## src/rtl/sroot_pkg.sv

```systemverilog
// rtl/sroot_pkg.sv - shared types and Q-format constants for the sroot controller
package sroot_pkg;
  localparam int W_CORE = 20;
  localparam int W_IN   = 16;

  localparam logic [W_CORE-1:0] QUARTER   = 20'h04000;
  localparam logic [31:0]       TWO_Q16   = 32'h0002_0000;
  localparam logic [17:0]       INV_K_DEF = 18'h1351F;

  typedef enum logic [2:0] {
    IDLE,
    NORM,
    LOAD,
    RUN,
    MUL,
    SHIFT,
    OUT
  } state_t;
endpackage

```

## src/rtl/sroot_if.sv

```systemverilog
// rtl/sroot_if.sv - operand/result handshake plus CORDIC core seed/result lines
interface sroot_if;
  import sroot_pkg::*;

  logic              in_valid;
  logic              in_ready;
  logic [W_IN-1:0]   din;
  logic              out_valid;
  logic              out_ready;
  logic [15:0]       dout;
  logic              err;
  logic [W_CORE-1:0] x0;
  logic [W_CORE-1:0] y0;
  logic              s;
  logic [W_CORE-1:0] xn;
  logic [3:0]        seq;

  modport slave (
    input  in_valid, din, out_ready, xn, seq,
    output in_ready, out_valid, dout, err, x0, y0, s
  );

  modport master (
    output in_valid, din, out_ready, xn, seq,
    input  in_ready, out_valid, dout, err, x0, y0, s
  );
endinterface

```

## src/rtl/sroot_post.sv

```systemverilog
// rtl/sroot_post.sv - gain removal, 2^k rescale, round-half-up and saturate to Q8.8
module sroot_post
  import sroot_pkg::*;
#(
  parameter logic [17:0] INV_K = INV_K_DEF
) (
  input  logic              clk,
  input  logic              reset,
  input  logic              start,
  input  logic [W_CORE-1:0] xn,
  input  logic [3:0]        k,
  output logic [15:0]       dout,
  output logic              done
);
  logic [37:0] p;
  logic [3:0]  k_q;
  logic        v;
  logic [4:0]  sh;
  logic [37:0] ph;
  logic [37:0] rnd;
  logic        sat;

  // ph[0] is the rounding bit p[23-k]; the rest is the truncated Q8.8 value
  always_comb begin
    sh  = 5'd23 - {1'b0, k_q};
    ph  = p >> sh;
    rnd = (ph >> 1) + {37'b0, ph[0]};
    sat = |rnd[37:16];
  end

  always_ff @(posedge clk or negedge reset) begin
    if (!reset) begin
      p    <= '0;
      k_q  <= '0;
      v    <= 1'b0;
      dout <= '0;
      done <= 1'b0;
    end else begin
      v    <= start;
      done <= v;
      if (start) begin
        p   <= {18'b0, xn} * {20'b0, INV_K};
        k_q <= k;
      end
      if (v) dout <= sat ? 16'hFFFF : rnd[15:0];
    end
  end
endmodule

```

## src/rtl/sroot_ctrl.sv

```systemverilog
// rtl/sroot_ctrl.sv - range reduction, core sequencing and result handshake
module sroot_ctrl
  import sroot_pkg::*;
#(
  parameter logic [3:0]  DONE_SEQ = 4'd15,
  parameter int          LOAD_CYC = 2,
  parameter logic [17:0] INV_K    = INV_K_DEF,
  parameter int          TIMEOUT  = 64
) (
  input logic   clk,
  input logic   reset,
  sroot_if.slave bus
);
  state_t            state;
  logic [31:0]       r;
  logic [3:0]        k;
  logic [3:0]        lcnt;
  logic [7:0]        wd;
  logic              in_ready_q, out_valid_q, err_q, s_q;
  logic [15:0]       dout_q;
  logic [W_CORE-1:0] x0_q, y0_q;
  logic              post_start, post_done;
  logic [15:0]       post_dout;

  // Multiply issues on the RUN exit edge so the product is registered during MUL
  assign post_start = (state == RUN) && (bus.seq == DONE_SEQ);

  sroot_post #(.INV_K(INV_K)) u_post (
    .clk   (clk),
    .reset (reset),
    .start (post_start),
    .xn    (bus.xn),
    .k     (k),
    .dout  (post_dout),
    .done  (post_done)
  );

  always_ff @(posedge clk or negedge reset) begin
    if (!reset) begin
      state       <= IDLE;
      r           <= '0;
      k           <= '0;
      lcnt        <= '0;
      wd          <= '0;
      in_ready_q  <= 1'b1;
      out_valid_q <= 1'b0;
      err_q       <= 1'b0;
      dout_q      <= '0;
      s_q         <= 1'b1;
      x0_q        <= '0;
      y0_q        <= '0;
    end else begin
      case (state)
        IDLE: if (bus.in_valid) begin
          r          <= {bus.din, 16'h0};
          k          <= '0;
          in_ready_q <= 1'b0;
          err_q      <= 1'b0;
          if (bus.din == '0) begin
            dout_q      <= '0;
            out_valid_q <= 1'b1;
            state       <= OUT;
          end else begin
            state <= NORM;
          end
        end
        NORM: if (r >= TWO_Q16) begin
          r <= r >> 2;
          k <= k + 4'd1;
        end else begin
          x0_q  <= r[W_CORE-1:0] + QUARTER;
          y0_q  <= r[W_CORE-1:0] - QUARTER;
          lcnt  <= '0;
          state <= LOAD;
        end
        LOAD: if (lcnt == 4'(LOAD_CYC - 1)) begin
          s_q   <= 1'b0;
          wd    <= '0;
          state <= RUN;
        end else begin
          lcnt <= lcnt + 4'd1;
        end
        RUN: if (bus.seq == DONE_SEQ) begin
          state <= MUL;
        end else if (wd == 8'(TIMEOUT - 1)) begin
          err_q       <= 1'b1;
          dout_q      <= 16'hFFFF;
          out_valid_q <= 1'b1;
          state       <= OUT;
        end else begin
          wd <= wd + 8'd1;
        end
        MUL: state <= SHIFT;
        SHIFT: if (post_done) begin
          dout_q      <= post_dout;
          out_valid_q <= 1'b1;
          state       <= OUT;
        end
        OUT: if (bus.out_ready) begin
          out_valid_q <= 1'b0;
          in_ready_q  <= 1'b1;
          s_q         <= 1'b1;
          state       <= IDLE;
        end
        default: state <= IDLE;
      endcase
    end
  end

  assign bus.in_ready  = in_ready_q;
  assign bus.out_valid = out_valid_q;
  assign bus.dout      = dout_q;
  assign bus.err       = err_q;
  assign bus.x0        = x0_q;
  assign bus.y0        = y0_q;
  assign bus.s         = s_q;
endmodule
```

## src/flat_wrapper.sv

```systemverilog
// flat-port wrapper written by rule: the top's interface ports become plain ports
module sroot_ctrl_flat import sroot_pkg::*;
#(
  parameter logic [3:0]  DONE_SEQ = 4'd15,
  parameter int          LOAD_CYC = 2,
  parameter logic [17:0] INV_K    = INV_K_DEF,
  parameter int          TIMEOUT  = 64
)
  (clk, reset, bus_in_valid, bus_din, bus_out_ready, bus_xn, bus_seq, bus_in_ready, bus_out_valid, bus_dout, bus_err, bus_x0, bus_y0, bus_s);
  sroot_if bus_i ();
  input logic clk;
  input logic reset;
  input wire logic [$bits(bus_i.in_valid)-1:0] bus_in_valid;
  input wire logic [$bits(bus_i.din)-1:0] bus_din;
  input wire logic [$bits(bus_i.out_ready)-1:0] bus_out_ready;
  input wire logic [$bits(bus_i.xn)-1:0] bus_xn;
  input wire logic [$bits(bus_i.seq)-1:0] bus_seq;
  output wire logic [$bits(bus_i.in_ready)-1:0] bus_in_ready;
  output wire logic [$bits(bus_i.out_valid)-1:0] bus_out_valid;
  output wire logic [$bits(bus_i.dout)-1:0] bus_dout;
  output wire logic [$bits(bus_i.err)-1:0] bus_err;
  output wire logic [$bits(bus_i.x0)-1:0] bus_x0;
  output wire logic [$bits(bus_i.y0)-1:0] bus_y0;
  output wire logic [$bits(bus_i.s)-1:0] bus_s;
  assign bus_i.in_valid = bus_in_valid;
  assign bus_i.din = bus_din;
  assign bus_i.out_ready = bus_out_ready;
  assign bus_i.xn = bus_xn;
  assign bus_i.seq = bus_seq;
  assign bus_in_ready = bus_i.in_ready;
  assign bus_out_valid = bus_i.out_valid;
  assign bus_dout = bus_i.dout;
  assign bus_err = bus_i.err;
  assign bus_x0 = bus_i.x0;
  assign bus_y0 = bus_i.y0;
  assign bus_s = bus_i.s;
  sroot_ctrl #(.DONE_SEQ(DONE_SEQ), .LOAD_CYC(LOAD_CYC), .INV_K(INV_K), .TIMEOUT(TIMEOUT)) u_core (.clk(clk), .reset(reset), .bus(bus_i));
endmodule
```

## config.mk

```make
export PLATFORM = sky130hd
export DESIGN_NAME = sroot_ctrl_flat
export DESIGN_NICKNAME = d
export VERILOG_FILES = /design/src/rtl/sroot_pkg.sv /design/src/rtl/sroot_if.sv /design/src/rtl/sroot_post.sv /design/src/rtl/sroot_ctrl.sv /design/src/flat_wrapper.sv
export SDC_FILE = /design/constraint.sdc
export NUM_CORES = 1
export LEC_CHECK = 0
export BUFFER_PORTS_ARGS = -buffer_cell sky130_fd_sc_hd__clkbuf_2
export CAP_MARGIN = 20
export CORE_UTILIZATION = 40
export DETAILED_ROUTE_END_ITERATION = 8
export SYNTH_ARGS = -nofsm -noshare
export SYNTH_HDL_FRONTEND = slang
export SYNTH_SLANG_ARGS = --single-unit
```

## constraint.sdc

```tcl
create_clock -name clk -period 4.2 [get_ports clk]
set_clock_uncertainty 0.1 [all_clocks]
set_input_delay 0.42 -clock clk [delete_from_list [all_inputs] [get_ports clk]]
set_output_delay 0.42 -clock clk [all_outputs]
set_load 0.02 [all_outputs]
```

==> results of run 1 <==
[report_power, final]
group / total, mW / leakage, nW / switching, mW / internal, mW
Combinational: 12.8 / 6.86 / 5.95 / 6.83
Clock: 1.56 / 0.303 / 0.737 / 0.819
Sequential: 2.34 / 1.93 / 0.463 / 1.88
Total: 16.7 / 9.09 / 7.15 / 9.52
[metal layers]
layer,track usage (%),wire length [µm],vias to the layer above,part of all wire (%)
li1,-,-,5561,-
met1,24.6,15400,5382,49
met2,28.9,15100,193,48
met3,1.69,808,26,2.6
met4,4.47,406,0,1.3
met5,0,0,-,0
[metrics by stage]
stage               cells  hold WS [ps]  setup TNS (ps)  worst slack [ps]  area [µm²]
global route         2236           162          -18320             -1280       18300
CTS                  2230           156          -13470             -1140       18100
finish               2236           169          -13770             -1100       18300
global placement     2189           355          -27630             -1570       16900
floorplan            1544          24.4          -12470             -1270       15000
detailed placement   2189           362          -29300             -1680       16900
[state kept, by name, indices dropped and copies added, names as in the netlist]
| register | flops |
|---|---|
| u_core.k | 4 |
| u_core.u_post.p | 29 |
| u_core.bus.in_ready | 1 |
| u_core.bus.y0 | 20 |
| u_core.lcnt | 4 |
| u_core.r | 32 |
| u_core.bus.err | 1 |
| u_core.u_post.v | 1 |
| u_core.bus.out_valid | 1 |
| u_core.bus.s | 1 |
| u_core.u_post.dout | 16 |
| u_core.bus.dout | 16 |
| u_core.state | 3 |
| u_core.wd | 8 |
| u_core.bus.x0 | 5 |
| u_core.u_post.k_q | 4 |
| u_core.u_post.done | 1 |
[final cells by class]
| type | count | area share (%) |
|---|---|---|
| Tap cell | 461 | 3.15 |
| Inverter | 273 | 5.59 |
| Multi-Input combinational cell | 1053 | 56.8 |
| Sequential cell | 147 | 20.1 |
| Clock inverter | 15 | 1.09 |
| Timing Repair Buffer | 270 | 11.0 |
| Clock buffer | 17 | 2.32 |
[cell families (layout without fill, tap and decap cells)]
logic type	count (synthesis)	in the layout	synth area share, %
compound gates	258	258	11.1
xor+xnor	57	57	3.39
fa+ha+maj	296	296	31.9
buf+inv	344	575	9.52
flops	147	147	25.0
mux	78	78	7.80
simple gates	364	364	11.3
[timing repair]
| action | 4_1_cts | 5_1_grt |
|---|---|---|
| endpoints found under the setup margin | 25 | 26 |
| setup buffers | 9 | 5 |
| hold buffers | 1 | 0 |
| pin swaps | 45 | 41 |
| resized for setup | 93 | 62 |
| hold endpoints to repair | 17 | 0 |
[worst register-to-register path, cell delays in order (launching register included)]
cell	delay [ps]
dfrtp_2	410
buf_4	250
buf_4	340
mux4_2	630
mux2_4	330
and2_4	180
or3_1	310
o211ai_1	100
a31o_1	160
nand3_1	90
a21oi_2	210
nand4_4	240
o22a_1	260
[how the worst max path moves through the flow]
stage,from,to,cells past startpoint
finish,bus_xn[10],u_core.u_post.p[30],23
global route,bus_xn[10],u_core.u_post.p[30],23
CTS,bus_xn[10],u_core.u_post.p[31],22
detailed placement,bus_xn[9],u_core.u_post.p[31],21
global placement,bus_xn[10],u_core.u_post.p[31],22
floorplan,bus_xn[11],u_core.u_post.p[31],21
[cells in the final DEF, fill, tap and decap left out, drive strengths merged, types with 3 or more instances in the layout]
cell type / instances
a21o: 16
a21oi: 55
a22o: 16
a31oi: 6
a32oi: 3
and2: 8
and3: 6
and4: 4
buf: 170
clkbuf: 115
clkinv: 8
dfrtp: 145
fa: 131
ha: 165
inv: 280
mux2: 18
mux2i: 34
mux4: 26
nand2: 194
nand2b: 7
nand3: 28
nand4: 12
nor2: 51
nor2b: 7
nor3: 15
nor3b: 5
nor4: 11
o211ai: 5
o21a: 3
o21ai: 98
o21bai: 3
o22a: 16
o22ai: 10
o31ai: 3
or2: 7
or3: 4
xnor2: 33
xor2: 24
==> reports/metrics.yaml, run 1 <==
logic_synthesis:
  synth_largest_area_cell: "dfrtp_1"
  synth_area_um2: 14700
  synth_most_common_cell: "inv_1"
  synth-edff-count: 0
  synthTopCellsByCount: "inv_1, nand2_1, ha_1"
  ys_ff_latch: 147
  ys_seq_area_share_pct: 25.0
  async_flop_share_pct: 100
  synth_top_cell_area_share_pct: 24.7
  yosys_warnings: 0
  syn-num-nets: 1884
  synth_flop_cell: "dfrtp_1"
  synth_top_cells_by_area: "dfrtp_1, fa_1, ha_1"
  synth_cells: 1544
  syn_avg_cell_area_um2: 9.53
  synthDistinctLibCells: 78
timing:
  maxSlewViolCount: 0
  final.min_clock_period_ps: 5300
  layout_setup_ws_ps: -1100
  post-route-period-util_pct: 126
  relSlewSlack_pct: 45.1
  setup-violations-final: 25
  fmax_mhz: 189
  hold_viol: 0
  grt_setup_unrepaired: "yes"
  worst_pin_slew_ps: 824
setup_path:
  slowest_delay_ps: 520
  reg2reg_from: "u_core.u_post.k_q[0]"
  r2r-end: "u_core.u_post.dout[9]"
  path_delay_family: "adder cells"
  worstSetupStartpointType: "input pin"
  crit_path_end_kind: "register"
  worst-r2r-cell-count: 12
  reg2reg_slack_ps: 470
  criticalPathCategory: "in2reg"
  crit_top_cell: "fa_1"
  required_ps: 4400
  worst-path-buf-inv: 6
  path_cells: "clkbuf_16, ha_4, inv_2, fa_1, inv_1, fa_2, fa_1, fa_1, inv_1, fa_2, inv_2, ha_4, a21o_1, a21o_1, a21oi_2, o21ai_1, and2_4, a311o_1, a221o_1, buf_4, a21oi_2, xor2_1, o21ai_1"
  cp_max_fo: 6
  cpMaxStageDelayCell: "fa_2"
  cp.arrival_ps: 5490
finish:
  diodes: 0
  fin_nets: 2102
  fillers: 3313
  drive_gt1_share_pct: 28.2
  final_core_util_pct: 51.0
  seq_area_um2: 3680
  multi_input_area_um2: 10400
  area_growth_pct: 24.6
die:
  die_x_um: 194
  dieArea_um2: 37500
  io_pins: 104
  initial_utilization_pct: 41.0
  core_um2: 35900
  die_h_um: 194
  rows: 69
placed_design:
  io_buffers: 103
  place.gp.congestion: 0.877
  dp_hpwl_um: 25200
drt:
  routed_wirelength_um: 31700
  routed-via-count: 11200
  drtPass1Iterations: 5
  wl_per_cell_um: 14.2
  viasPerCell: 4.99
  drc: 0
  first_iter_violations: 444
  ant_nets: 0
run_status:
  status: "finished with violations"
  violations: "setup timing"
hold_path:
  hold_depth: 2
  min_from: "bus_din[15]"
  hold_end: "u_core.r[31]"
  min_path_type: "in2reg"
global_route:
  grt_pass1_vias: 11300
  antenna_found_initial: 0
  track_usage_pct: 17.5
  grt_max_degree: 93
  overflow: 0
  grt_pass1_wl_um: 54900
power:
  power_mw: 16.7
  powerDensity_nw_per_um2: 910
  leakagePower_nw: 9.09
  max-vdd-ir-drop_v: 0.000719
clock_tree:
  htreeDepth: 4
  clk_pin_slew_ps: 70
  numClockSinks: 147
  worstSkewPairLatency_ps: 430
  cts_buffer_depth: 2
  cts_buffers: 17
  cts_tree: "done"
  root_buffer: "clkbuf_16"
flow_run:
  drv_cap: 0
(Power assumes the default switching activity.)
==> run 2, diff against run 1 <==
==> constraint.sdc (replaced) <==
create_clock -name clk -period 4.4 [get_ports clk]
set_clock_uncertainty 0.1 [all_clocks]
set_input_delay 0.44 -clock clk [delete_from_list [all_inputs] [get_ports clk]]
set_output_delay 0.44 -clock clk [all_outputs]
set_load 0.02 [all_outputs]
==> run 2 against run 1 <==
Compared with the run above:
- the run still ends with setup timing left
- total power down 8.7%
- wire length grew 1.0%
- flip-flop and latch count unchanged
- design area fell by 1.8%
- global-route usage is 0.32 points higher
- clock-buffer cell count unchanged
- via count shrank 0.47%
- sequential power decreased by 3%
- non-clock buffer count is 11 lower
- register-to-register slack worse by 20 ps
- combinational power down 10%
- hold slack better by 9.8 ps
==> reports/metrics.yaml, run 2 (synthesis gave the netlist of run 1 again) <==
drt:
  wl_per_cell_um: 14.4
  drc: 0
  viasPerCell: 4.99
  ant_nets: 0
  drtPass1Iterations: 5
  routed_wirelength_um: 32000
  routed-via-count: 11100
  first_iter_violations: 506
setup_path:
  r2r-end: "u_core.u_post.dout[9]"
  reg2reg_slack_ps: 450
  required_ps: 4650
  worst-r2r-cell-count: 12
  cp.arrival_ps: 5600
  crit_path_end_kind: "register"
  criticalPathCategory: "in2reg"
  worstSetupStartpointType: "input pin"
  reg2reg_from: "u_core.u_post.k_q[0]"
  cp_max_fo: 6
clock_tree:
  clk_pin_slew_ps: 70
  cts_buffers: 17
  cts_tree: "done"
  root_buffer: "clkbuf_16"
  numClockSinks: 147
  cts_buffer_depth: 2
  worstSkewPairLatency_ps: 420
  htreeDepth: 4
timing:
  setup-violations-final: 19
  hold_slack_ps: 179
  grt_setup_unrepaired: "yes"
  worst_pin_slew_ps: 1080
  layout_setup_ws_ps: -948
  post-route-period-util_pct: 122
  relSlewSlack_pct: 25.9
  final.min_clock_period_ps: 5350
  setup_tns_ps: -9770
  maxSlewViolCount: 0
  fmax_mhz: 187
  hold_viol: 0
die:
  die_h_um: 194
  rows: 69
  die_x_um: 194
  dieArea_um2: 37500
  core_um2: 35900
  initial_utilization_pct: 41.0
  io_pins: 104
power:
  power.share.clock_pct: 9.6
  pwr-share-seq_pct: 14.8
  netSwitchingPower_mw: 6.58
  leakagePower_nw: 9.01
  netSwitchingFraction_pct: 43.3
  p_int_mw: 8.64
  power_mw: 15.2
  powerDensity_nw_per_um2: 846
  max-vdd-ir-drop_v: 0.000752
  power_frac_comb_pct: 75.6
global_route:
  overflow: 0
  grt_pass1_vias: 11500
  track_usage_pct: 17.8
  grt_pass1_wl_um: 56000
  grt_max_degree: 117
  antenna_found_initial: 0
run_status:
  violations: "setup timing"
  status: "finished with violations"
placed_design:
  dp_hpwl_um: 25300
  io_buffers: 103
  place.gp.congestion: 0.876
hold_path:
  hold_end: "u_core.r[31]"
  min_path_type: "in2reg"
  min_from: "bus_din[15]"
  hold_depth: 2
finish:
  drive_gt1_share_pct: 25.5
  max_flop_register: "u_core.r"
  area_growth_pct: 22.3
  layout_commonest_cell: "inv_1"
  fin_nets: 2091
  layout_common_cells: "inv_1, nand2_1, dfrtp_1"
  largest_reg_flops: 32
  diodes: 0
flow_run:
  drv_cap: 0
run 2: timing repair:
| item | in CTS | in global routing |
|---|---|---|
| hold buffers | 0 | 1 |
| gates resized for setup | 66 | 55 |
| pin swaps | 56 | 31 |
| cloned | 0 | 0 |
| hold endpoints to repair | 0 | 27 |
| buffers inserted | 11 | 3 |
| setup endpoints to repair | 23 | 25 |
run 2: worst max-delay path by stage:
stage                     startpoint             endpoint  slack, ps  cells after the start
after floorplan           bus_xn[11]  u_core.u_post.p[31]      -1090                     21
after global placement    bus_xn[10]  u_core.u_post.p[31]      -1390                     22
after detailed placement  bus_xn[11]  u_core.u_post.p[31]      -1540                     21
after CTS                  bus_xn[9]  u_core.u_post.p[31]       -940                     22
after global routing       bus_xn[9]  u_core.u_post.p[31]      -1130                     22
final                      bus_xn[9]  u_core.u_post.p[31]       -950                     22
run 2: per-layer routing:
| layer | up-vias | share of wire (%) | global-route usage, % |
|---|---|---|---|
| met2 | 192 | 47 | 29.8 |
| li1 | 5556 | - | - |
| met4 | 0 | 1.1 | 3.85 |
| met5 | - | 0 | 0 |
| met3 | 25 | 2.5 | 1.65 |
| met1 | 5337 | 50 | 25.0 |
run 2: power groups by stage:
stage	Clock (mW)	Combinational [mW]	Sequential, mW
detailed placement	0	10.2	2.28
global placement	0	10.0	2.26
global route	1.55	12.9	2.33
floorplan	0	6.79	2.18
finish	1.46	11.5	2.26
CTS	1.49	11.2	2.26
run 2: metrics by stage:
| stage | worst slack, ps | cells | instance area (µm²) | utilization [%] |
|---|---|---|---|---|
| floorplan | -1090 | 1544 | 14900 | - |
| global placement | -1390 | 2179 | 16700 | 46.6 |
| detailed placement | -1540 | 2179 | 16700 | 46.6 |
| CTS | -939 | 2222 | 17700 | 49.4 |
| global route | -1130 | 2225 | 18000 | 50.1 |
| finish | -948 | 2225 | 18000 | 50.1 |
run 2: final cells by class:
| type | instances | area, µm² |
|---|---|---|
| inverter | 273 | 1020 |
| timing repair buffer | 259 | 1910 |
| clock buffer | 17 | 425 |
| clock inverter | 15 | 183 |
| fill | 3323 | 17900 |
| tap | 461 | 577 |
| sequential | 147 | 3680 |
| multi-input combinational | 1053 | 10200 |
run 2: critical path, cell delays in order:
cell	delay [ps]
clkbuf_16	140
ha_4	250
inv_2	30
fa_1	470
inv_1	50
fa_1	450
fa_1	490
fa_1	490
inv_1	50
fa_1	490
inv_2	40
ha_4	210
a21o_1	180
a21o_1	160
a21oi_2	150
o21ai_1	80
and2_1	150
a311o_1	300
a221o_1	370
a2111oi_2	370
a41oi_1	80
o22ai_1	160
